<file path="src/rtl/key_pkg.sv">
// Shared types and helpers for the key debouncer.
//   key_state_t  : debounce FSM state encoding
//   ms_to_cycles : converts a millisecond interval to clock cycles
//   cnt_width    : counter width needed to count to n (at least 1 bit)
package key_pkg;

  localparam int unsigned STATE_W = 3;

  typedef enum logic [STATE_W-1:0] {
    StInit     = 3'd0,
    StIdle     = 3'd1,
    StPressChk = 3'd2,
    StHeld     = 3'd3,
    StRelChk   = 3'd4
  } key_state_t;

  function automatic int unsigned ms_to_cycles(input int unsigned freq, input int unsigned ms);
    return (freq / 32'd1000) * ms;
  endfunction

  function automatic int unsigned cnt_width(input int unsigned n);
    return (n > 32'd1) ? unsigned'($clog2(n)) : 32'd1;
  endfunction

endpackage

</file>
<file path="src/rtl/key_debounce_sync2.sv">
// Two-flop synchroniser for a single asynchronous level.
//   clk, rst : clock, asynchronous active-high reset
//   i_d      : asynchronous input level
//   o_q      : synchronised level (two cycles of latency)
// RESET_VAL sets the level both flops take during reset.
module sync2 #(
  parameter logic RESET_VAL = 1'b0
) (
  input  logic clk,
  input  logic rst,
  input  logic i_d,
  output logic o_q
);

  logic r_meta;
  logic r_sync;

  always_ff @(posedge clk or posedge rst) begin
    if (rst) begin
      r_meta <= RESET_VAL;
      r_sync <= RESET_VAL;
    end else begin
      r_meta <= i_d;
      r_sync <= r_meta;
    end
  end

  assign o_q = r_sync;

endmodule

</file>
<file path="src/rtl/key_debounce.sv">
// Push-button debouncer: synchronises a raw key, filters bounce and emits one
// clock-wide pulse per accepted press.
//   clk, rst    : clock, asynchronous active-high reset
//   i_key_raw   : raw asynchronous button level
//   o_key_pulse : one-cycle pulse per accepted press (and per auto-repeat)
//   o_key_level : debounced pressed level, 1 = pressed
//   o_key_long  : high while a long hold is in progress (auto-repeat builds only)
// Optional feature: define KEY_REPEAT_EN to enable hold detection and auto-repeat.
module key_debounce
  import key_pkg::*;
#(
  parameter int unsigned CLK_FREQ    = 12_000_000,
  parameter int unsigned DEBOUNCE_MS = 20,
  parameter int unsigned HOLD_MS     = 1000,
  parameter int unsigned REPEAT_MS   = 200,
  parameter bit          ACTIVE_LOW  = 1'b1
) (
  input  logic clk,
  input  logic rst,
  input  logic i_key_raw,
  output logic o_key_pulse,
  output logic o_key_level,
  output logic o_key_long
);

  localparam int unsigned DB_CYCLES = ms_to_cycles(CLK_FREQ, DEBOUNCE_MS);
  localparam int unsigned DB_W      = cnt_width(DB_CYCLES);

  logic            w_sync;
  logic            w_p;
  logic            r_p_prev;
  key_state_t      r_state, w_state_d;
  logic [DB_W-1:0] r_cnt, w_cnt_d;
  logic            w_db_done;
  logic            w_press_pulse;
  logic            w_rep_pulse;
  logic            r_pulse;
  logic            r_level;

  // Synchroniser idles at the released level so reset never looks like a press.
  sync2 #(
    .RESET_VAL(ACTIVE_LOW)
  ) u_sync (
    .clk (clk),
    .rst (rst),
    .i_d (i_key_raw),
    .o_q (w_sync)
  );

  assign w_p       = w_sync ^ ACTIVE_LOW;
  assign w_db_done = (r_cnt == DB_W'(DB_CYCLES - 1));

  always_comb begin
    w_state_d     = r_state;
    w_cnt_d       = r_cnt;
    w_press_pulse = 1'b0;
    unique case (r_state)
      StInit: begin
        // Settle to whatever level the key has, without ever pulsing.
        if (w_p != r_p_prev) begin
          w_cnt_d = '0;
        end else if (w_db_done) begin
          w_state_d = w_p ? StHeld : StIdle;
        end else begin
          w_cnt_d = r_cnt + 1'b1;
        end
      end
      StIdle: begin
        if (w_p) w_state_d = StPressChk;
      end
      StPressChk: begin
        if (!w_p) begin
          w_state_d = StIdle;
        end else if (w_db_done) begin
          w_state_d     = StHeld;
          w_press_pulse = 1'b1;
        end else begin
          w_cnt_d = r_cnt + 1'b1;
        end
      end
      StHeld: begin
        if (!w_p) w_state_d = StRelChk;
      end
      StRelChk: begin
        if (w_p) begin
          w_state_d = StHeld;
        end else if (w_db_done) begin
          w_state_d = StIdle;
        end else begin
          w_cnt_d = r_cnt + 1'b1;
        end
      end
      default: w_state_d = StInit;
    endcase
    if (w_state_d != r_state) w_cnt_d = '0;
  end

`ifdef KEY_REPEAT_EN
  localparam int unsigned HOLD_CYCLES   = ms_to_cycles(CLK_FREQ, HOLD_MS);
  localparam int unsigned REPEAT_CYCLES = ms_to_cycles(CLK_FREQ, REPEAT_MS);
  localparam int unsigned HOLD_W        = cnt_width(HOLD_CYCLES);
  localparam int unsigned REP_W         = cnt_width(REPEAT_CYCLES);

  logic [HOLD_W-1:0] r_hold_cnt, w_hold_cnt_d;
  logic [REP_W-1:0]  r_rep_cnt, w_rep_cnt_d;
  logic              r_rep_act, w_rep_act_d;
  logic              r_long;

  always_comb begin
    w_hold_cnt_d = '0;
    w_rep_cnt_d  = r_rep_cnt;
    w_rep_act_d  = r_rep_act;
    w_rep_pulse  = 1'b0;
    if (r_state == StHeld && w_state_d == StHeld) begin
      if (!r_rep_act) begin
        if (r_hold_cnt == HOLD_W'(HOLD_CYCLES - 1)) begin
          w_rep_pulse = 1'b1;
          w_rep_act_d = 1'b1;
          w_rep_cnt_d = '0;
        end else begin
          w_hold_cnt_d = r_hold_cnt + 1'b1;
        end
      end else if (r_rep_cnt == REP_W'(REPEAT_CYCLES - 1)) begin
        w_rep_pulse = 1'b1;
        w_rep_cnt_d = '0;
      end else begin
        w_rep_cnt_d = r_rep_cnt + 1'b1;
      end
    end
    // Repeat state survives release bounce; only a real release ends it.
    if (w_state_d == StIdle || w_state_d == StInit) begin
      w_rep_act_d = 1'b0;
      w_rep_cnt_d = '0;
    end
  end

  always_ff @(posedge clk or posedge rst) begin
    if (rst) begin
      r_hold_cnt <= '0;
      r_rep_cnt  <= '0;
      r_rep_act  <= 1'b0;
      r_long     <= 1'b0;
    end else begin
      r_hold_cnt <= w_hold_cnt_d;
      r_rep_cnt  <= w_rep_cnt_d;
      r_rep_act  <= w_rep_act_d;
      r_long     <= (w_state_d == StHeld) && w_rep_act_d;
    end
  end

  assign o_key_long = r_long;
`else
  assign w_rep_pulse = 1'b0;
  assign o_key_long  = 1'b0;
`endif

  always_ff @(posedge clk or posedge rst) begin
    if (rst) begin
      r_state  <= StInit;
      r_cnt    <= '0;
      r_p_prev <= 1'b0;
      r_pulse  <= 1'b0;
      r_level  <= 1'b0;
    end else begin
      r_state  <= w_state_d;
      r_cnt    <= w_cnt_d;
      r_p_prev <= w_p;
      r_pulse  <= w_press_pulse | w_rep_pulse;
      r_level  <= (w_state_d == StHeld) || (w_state_d == StRelChk);
    end
  end

  assign o_key_pulse = r_pulse;
  assign o_key_level = r_level;

endmodule

</file>
<file path="config.mk">
export PLATFORM = sky130hd
export DESIGN_NAME = key_debounce
export DESIGN_NICKNAME = d
export VERILOG_FILES = /design/src/rtl/key_pkg.sv /design/src/rtl/key_debounce_sync2.sv /design/src/rtl/key_debounce.sv
export SDC_FILE = /design/constraint.sdc
export NUM_CORES = 1
export LEC_CHECK = 0
export ABC_CLOCK_PERIOD_IN_PS = 1800
export CORE_MARGIN = 8
export CORE_UTILIZATION = 30
export DETAILED_ROUTE_END_ITERATION = 12
export PLACE_DENSITY = 0.52
export SYNTH_ARGS = -nofsm -noshare
export SYNTH_HDL_FRONTEND = slang
export SYNTH_HIERARCHICAL = 1
export SYNTH_SLANG_ARGS = --single-unit
</file>
<file path="constraint.sdc">
create_clock -name clk -period 1.8 [get_ports clk]
set_clock_uncertainty 0.1 [all_clocks]
set_input_delay 0.36 -clock clk [delete_from_list [all_inputs] [get_ports clk]]
set_output_delay 0.36 -clock clk [all_outputs]
set_load 0.05 [all_outputs]
</file>
## Yosys cells after proc, flatten, opt, wreduce, memory -nomap -nowiden

Index checks and enable logic that the tools add are counted.

| operators by class | value |
|---|---|
| reduce and logical (&&, ||, !) cells | 4 |
| eq/ne operators | 11 |
| shifts and indexed selects | 0 |
| multiply operators | 0 |
| multiplexer cells | 19 |
| magnitude comparators | 0 |
| bitwise gates (word level) | 1 |
| add/subtract/negate cells | 1 |
| divide/modulo/power cells | 0 |

Operators with widths:

| kind | count |
|---|---|
| $mux 18 | 5 |
| $pmux 18 s3 | 1 |
| $mux 3 | 8 |
| $add 18x1->18 const B | 1 |
| $eq 18x18->1 const B | 1 |
| $pmux 3 s5 | 1 |
| $eq 3x2->1 const B | 3 |
| $eq 3x3->1 const B | 2 |
| $reduce_bool 4->1 | 1 |
| $eq 3x1->1 const B | 1 |
| $logic_not 3->1 | 1 |
| $mux 1 | 3 |
| $ne 3x2->1 const B | 1 |
| $ne 3x3->1 | 1 |
| $ne 3x3->1 const B | 1 |
| $reduce_and 3->1 | 1 |
| $mux 2 | 1 |
| $logic_or 1x1->1 | 1 |
| $ne 1x1->1 | 1 |
| $not 1->1 | 1 |

| word-level totals | value |
|---|---|
| word-level logic and storage cells | 43 |
| input bits | 3 |
| memories | 0 |
| bits in writable memories | 0 |
| bits in latches | 0 |
| flip-flop bits (word level) | 26 |
| output and inout bits | 3 |
| memory bits (read-only) | 0 |

## Depth between registers and ports, before layout

| depth | value |
|---|---|
| word-level depth | 7 |
| depth in mapped cells | 7 |

## Hierarchy

Netlist, hierarchy kept.

By module, submodules not included:

| module | times used | area each (µm²) | sequential area each (µm²) | cells an instance |
|---|---|---|---|---|
| key_debounce | 1 | 1539.0 | 600.6 | 164 |
| sync2 | 1 | 56.3 | 52.6 | 3 |

## Worst setup path before layout

Ideal clock, no wire load.

| timing | value |
|---|---|
| kind | reg2reg |
| start | register u_sync.r_sync, in the netlist u_sync/o_q |
| end | register r_cnt[14] |
| stages on the path, launching flop included | 7 |
| slack | 0.050 ns |
| data arrival time | 1.550 ns |
| data required time | 1.601 ns |
| cell sequence | dfstp_2 > mux2_2 > nor2_2 > buf_4 > o21ai_1 > o21a_1 > a311oi_1 |

| between the ends | value |
|---|---|
| word-level cells in the longest chain between the ends | 7 |
| elaborated cells between the ends (all ways) | 18 |
| classes of those cells | 4 x eq/ne; 11 x mux; 1 x bitwise; 2 x reduce/logical |

Ends and longest elaborated chain:

| what | line | source |
|---|---|---|
| from (decl) | key_debounce_sync2.sv:16 | `logic r_sync;` |
| from (signal assigned) | key_debounce_sync2.sv:24 | `r_sync <= r_meta;` |
| $mux 2 / $not 1->1 (equally long branches) | n/a |  |
| $mux 3 / $ne 1x1->1 (equally long branches) | key_debounce.sv:62, key_debounce.sv:60 |  |
| $mux 3 | key_debounce.sv:60 | `if (w_p != r_p_prev) begin` |
| $pmux 3 s5 | key_debounce.sv:57 | `unique case (r_state)` |
| $ne 3x3->1 | key_debounce.sv:95 | `if (w_state_d != r_state) w_cnt_d = '0;` |
| $ne 3x3->1 (no source line) (tied with other cells) | n/a |  |
| $reduce_and 3->1 (no source line) | n/a |  |
| to (signal assigned) | key_debounce.sv:166 | `r_cnt <= w_cnt_d;` |
| to (decl) | key_debounce.sv:33 | `logic [DB_W-1:0] r_cnt, w_cnt_d;` |

Several ways; a longest one is shown, not always the timed one.
A chain may end at the register's enable or synchronous reset.

## Worst setup path in the final report

| timing | value |
|---|---|
| start | register u_sync.r_sync, in the netlist u_sync/o_q |
| end | register r_cnt[7] |

The elaborated chain is that of the path after synthesis.

==> run metrics <==
routability congestion estimate 0.7895; clk slew on worst S/H paths around 0.090 ns; syn avg cell area 9.553 µm²; Syn-to-layout area delta 32.86%; Top Ports 6; Seq/Total Area, Yosys 40.94%; ANT nets after route 0; worst-case clock buffer depth 2; CP Launch Type register; Nets 213; DIE WIDTH roughly 89 µm; Distinct cells, synth 50; crit path buf inv count 0; largest net degree at the start of global routing 25; # clock sinks 26; drt first pass iters 4; Reg2Reg Setup Slack -0.005 ns; Int Pwr 0.8072 mW; crit end category register; final setup fails 2; DR WL/cell 14.82 µm; Clock power frac 32.5%; Util after Layout 41.50%; Sw Share between 20% and 30%; antenna violations before repair 0; Hold Crit Depth 0; Critical-path top delay cell dfstp_2; number of global-route vias before repair 1436; Data arrival, critical path 1.91 ns; RSZ-0062 raised after global routing yes; max-slew violations 0; Crit path depth 5; FFs w/ async S/R, synth 100.0%; HPWL after DPL 2.868 mm; Leak 0.9338 nW; share of post-route cells with drive strength above 1 38.94%; Antenna Cells 0; Die Area about 7900 µm²; post-synth top area share 37.65%; Root Driver clkbuf_8; Max Cap Violations 0; CTS tree built; area leader, netlist dfrtp_1; clock buffers created by TritonCTS 3; Buffers on Ports 4; failing checks setup timing; Sw Pwr 0.2692 mW; setup TNS -0.005536 ns; crit-path leading delay family flip-flops; Netlist Area Pre-Place 1595 µm²; synth warn 6; drt via density 4.993; cell with the most instances after synthesis dfrtp_1; fill cell count 516; setup ws final -0.004782 ns; crit-path max cell delay 0.56 ns; synthesized instance count 167; status finished, violations left; H-Tree Depth 1; GRT Total Usage 11.35%; highest clock rate 0.5541 GHz; Remaining DRCs 0; reg2reg path depth 5; Starting Density 31.23%; dpl ws -0.1545 ns; post-route cell area ~2100 µm²; CP Cell Sequence mux2_4 -> nor2_4 -> o211ai_1 -> or3_1 -> a21oi_1; clock latency on the worst-skew pair 0.27 ns; VDD IR-drop max 259.1 µV; # hold bufs at CTS 0; Setup CP Type reg -> reg; P per Cell Area 507.8 nW/µm²; Yosys reg bits 26; Post-synth EDFFs 0; Routed WL 4.121 mm; Reg power frac 56.6%; fin crit share 100.3%; Main synth FF type dfrtp_1; height of the die 88.92 µm; first-pass GRT wire length 6.906 mm; DR vias 1388; Hold Crit Class reg -> reg; Tot Pwr between 1 and 1.5 mW; Site Rows 26; synth top area cells dfrtp_1 38%, xor2_1 6.6%, nor2_2 4.3%, nand2_1 3.8%, dfstp_2 3.3%; core area 5107 µm²; gr ovfl total 0; crit path time final 1.805 ns; Cell Area, Placed 1904 µm²; number of DRC markers in iteration 0 90; syn_nets 171; worst hold margin 0.2593 ns; Synth top cells by count 24 x dfrtp_1, 16 x nand2_1, 12 x xor2_1, 11 x nor2_2, 10 x nand3_1; crit-path max FO 4; Fin. Hold Viols 0; fin cells 278; WP data required 1.91 ns; Inst Count DP 265; share of total power in combinational logic 10.9%
[final timing paths]
| check | startpoint | endpoint |
|---|---|---|
| max | u_sync/o_q | r_cnt[7] |
| min | u_sync/r_meta | u_sync/o_q |
| max reg2reg | u_sync/o_q | r_cnt[7] |
| min reg2reg | u_sync/r_meta | u_sync/o_q |
| max in group asynchronous | rst | r_cnt[8] |
| min in group asynchronous | rst | u_sync/o_q |
[layout by cell type (no fill, tap or decap), types with 5 or more instances in the layout]
master and instances:
nand3_1 10, nor2_1 8, nor2_2 11, xor2_1 11
a21oi_1 6, buf_4 37, nand2_1 15, buf_6 6
dfrtp_1 24, and3_1 5
[power by group through the flow]
stage / Clock (mW) / Combinational, mW / Sequential (mW)
3_3_place_gp: 0 / 0.0895 / 0.617
2_1_floorplan: 0 / 0.0672 / 0.616
3_5_place_dp: 0 / 0.0917 / 0.617
5_1_grt: 0.390 / 0.130 / 0.611
6_report: 0.350 / 0.117 / 0.609
4_1_cts: 0.364 / 0.0990 / 0.606
[what timing repair did]
item / 4_1_cts / 5_1_grt
endpoints found under the hold margin: 0 / 0
setup buffers: 6 / 3
pin swaps: 8 / 12
gates cloned: 0 / 0
gates resized for setup: 9 / 13
setup endpoints to repair: 18 / 22
[layer usage]
layer  share of wire, %  global-route usage (%)  vias to the layer above
met5                  0                       0                        -
met4               0.19                   2.458                        0
met3                3.0                   2.941                        2
met2                 51                   19.74                       17
met1                 46                   13.59                      691
li1                   -                       -                      678
[logic make-up (layout without fill, tap and decap cells)]
kind of cell	after synthesis	count (layout)	share of synthesized area (%)
other cells	1	1	0.2351
mux	2	2	1.412
flops	26	26	40.94
simple gates	84	84	33.57
xor+xnor	12	12	6.588
buf+inv	12	53	4.313
compound gates	29	29	12.16
fa+ha+maj	1	1	0.7842
[registers in the layout, summed over array words and instances (netlist names)]
signal,cells
o_key_level,1
o_key_pulse,1
r_cnt,18
r_p_prev,1
r_state,3
u_sync/o_q,1
u_sync/r_meta,1
[cell type report]
type / count / area (µm²) / share of cell area, %
Sequential cell: 26 / 653.1 / 30.81
Multi-Input combinational cell: 129 / 953.4 / 44.98
Clock buffer: 4 / 45.04 / 2.125
Timing Repair Buffer: 45 / 365.4 / 17.24
Inverter: 4 / 15.01 / 0.7084
Tap cell: 70 / 87.58 / 4.132
No activity file was read; power rests on OpenSTA's default activity.
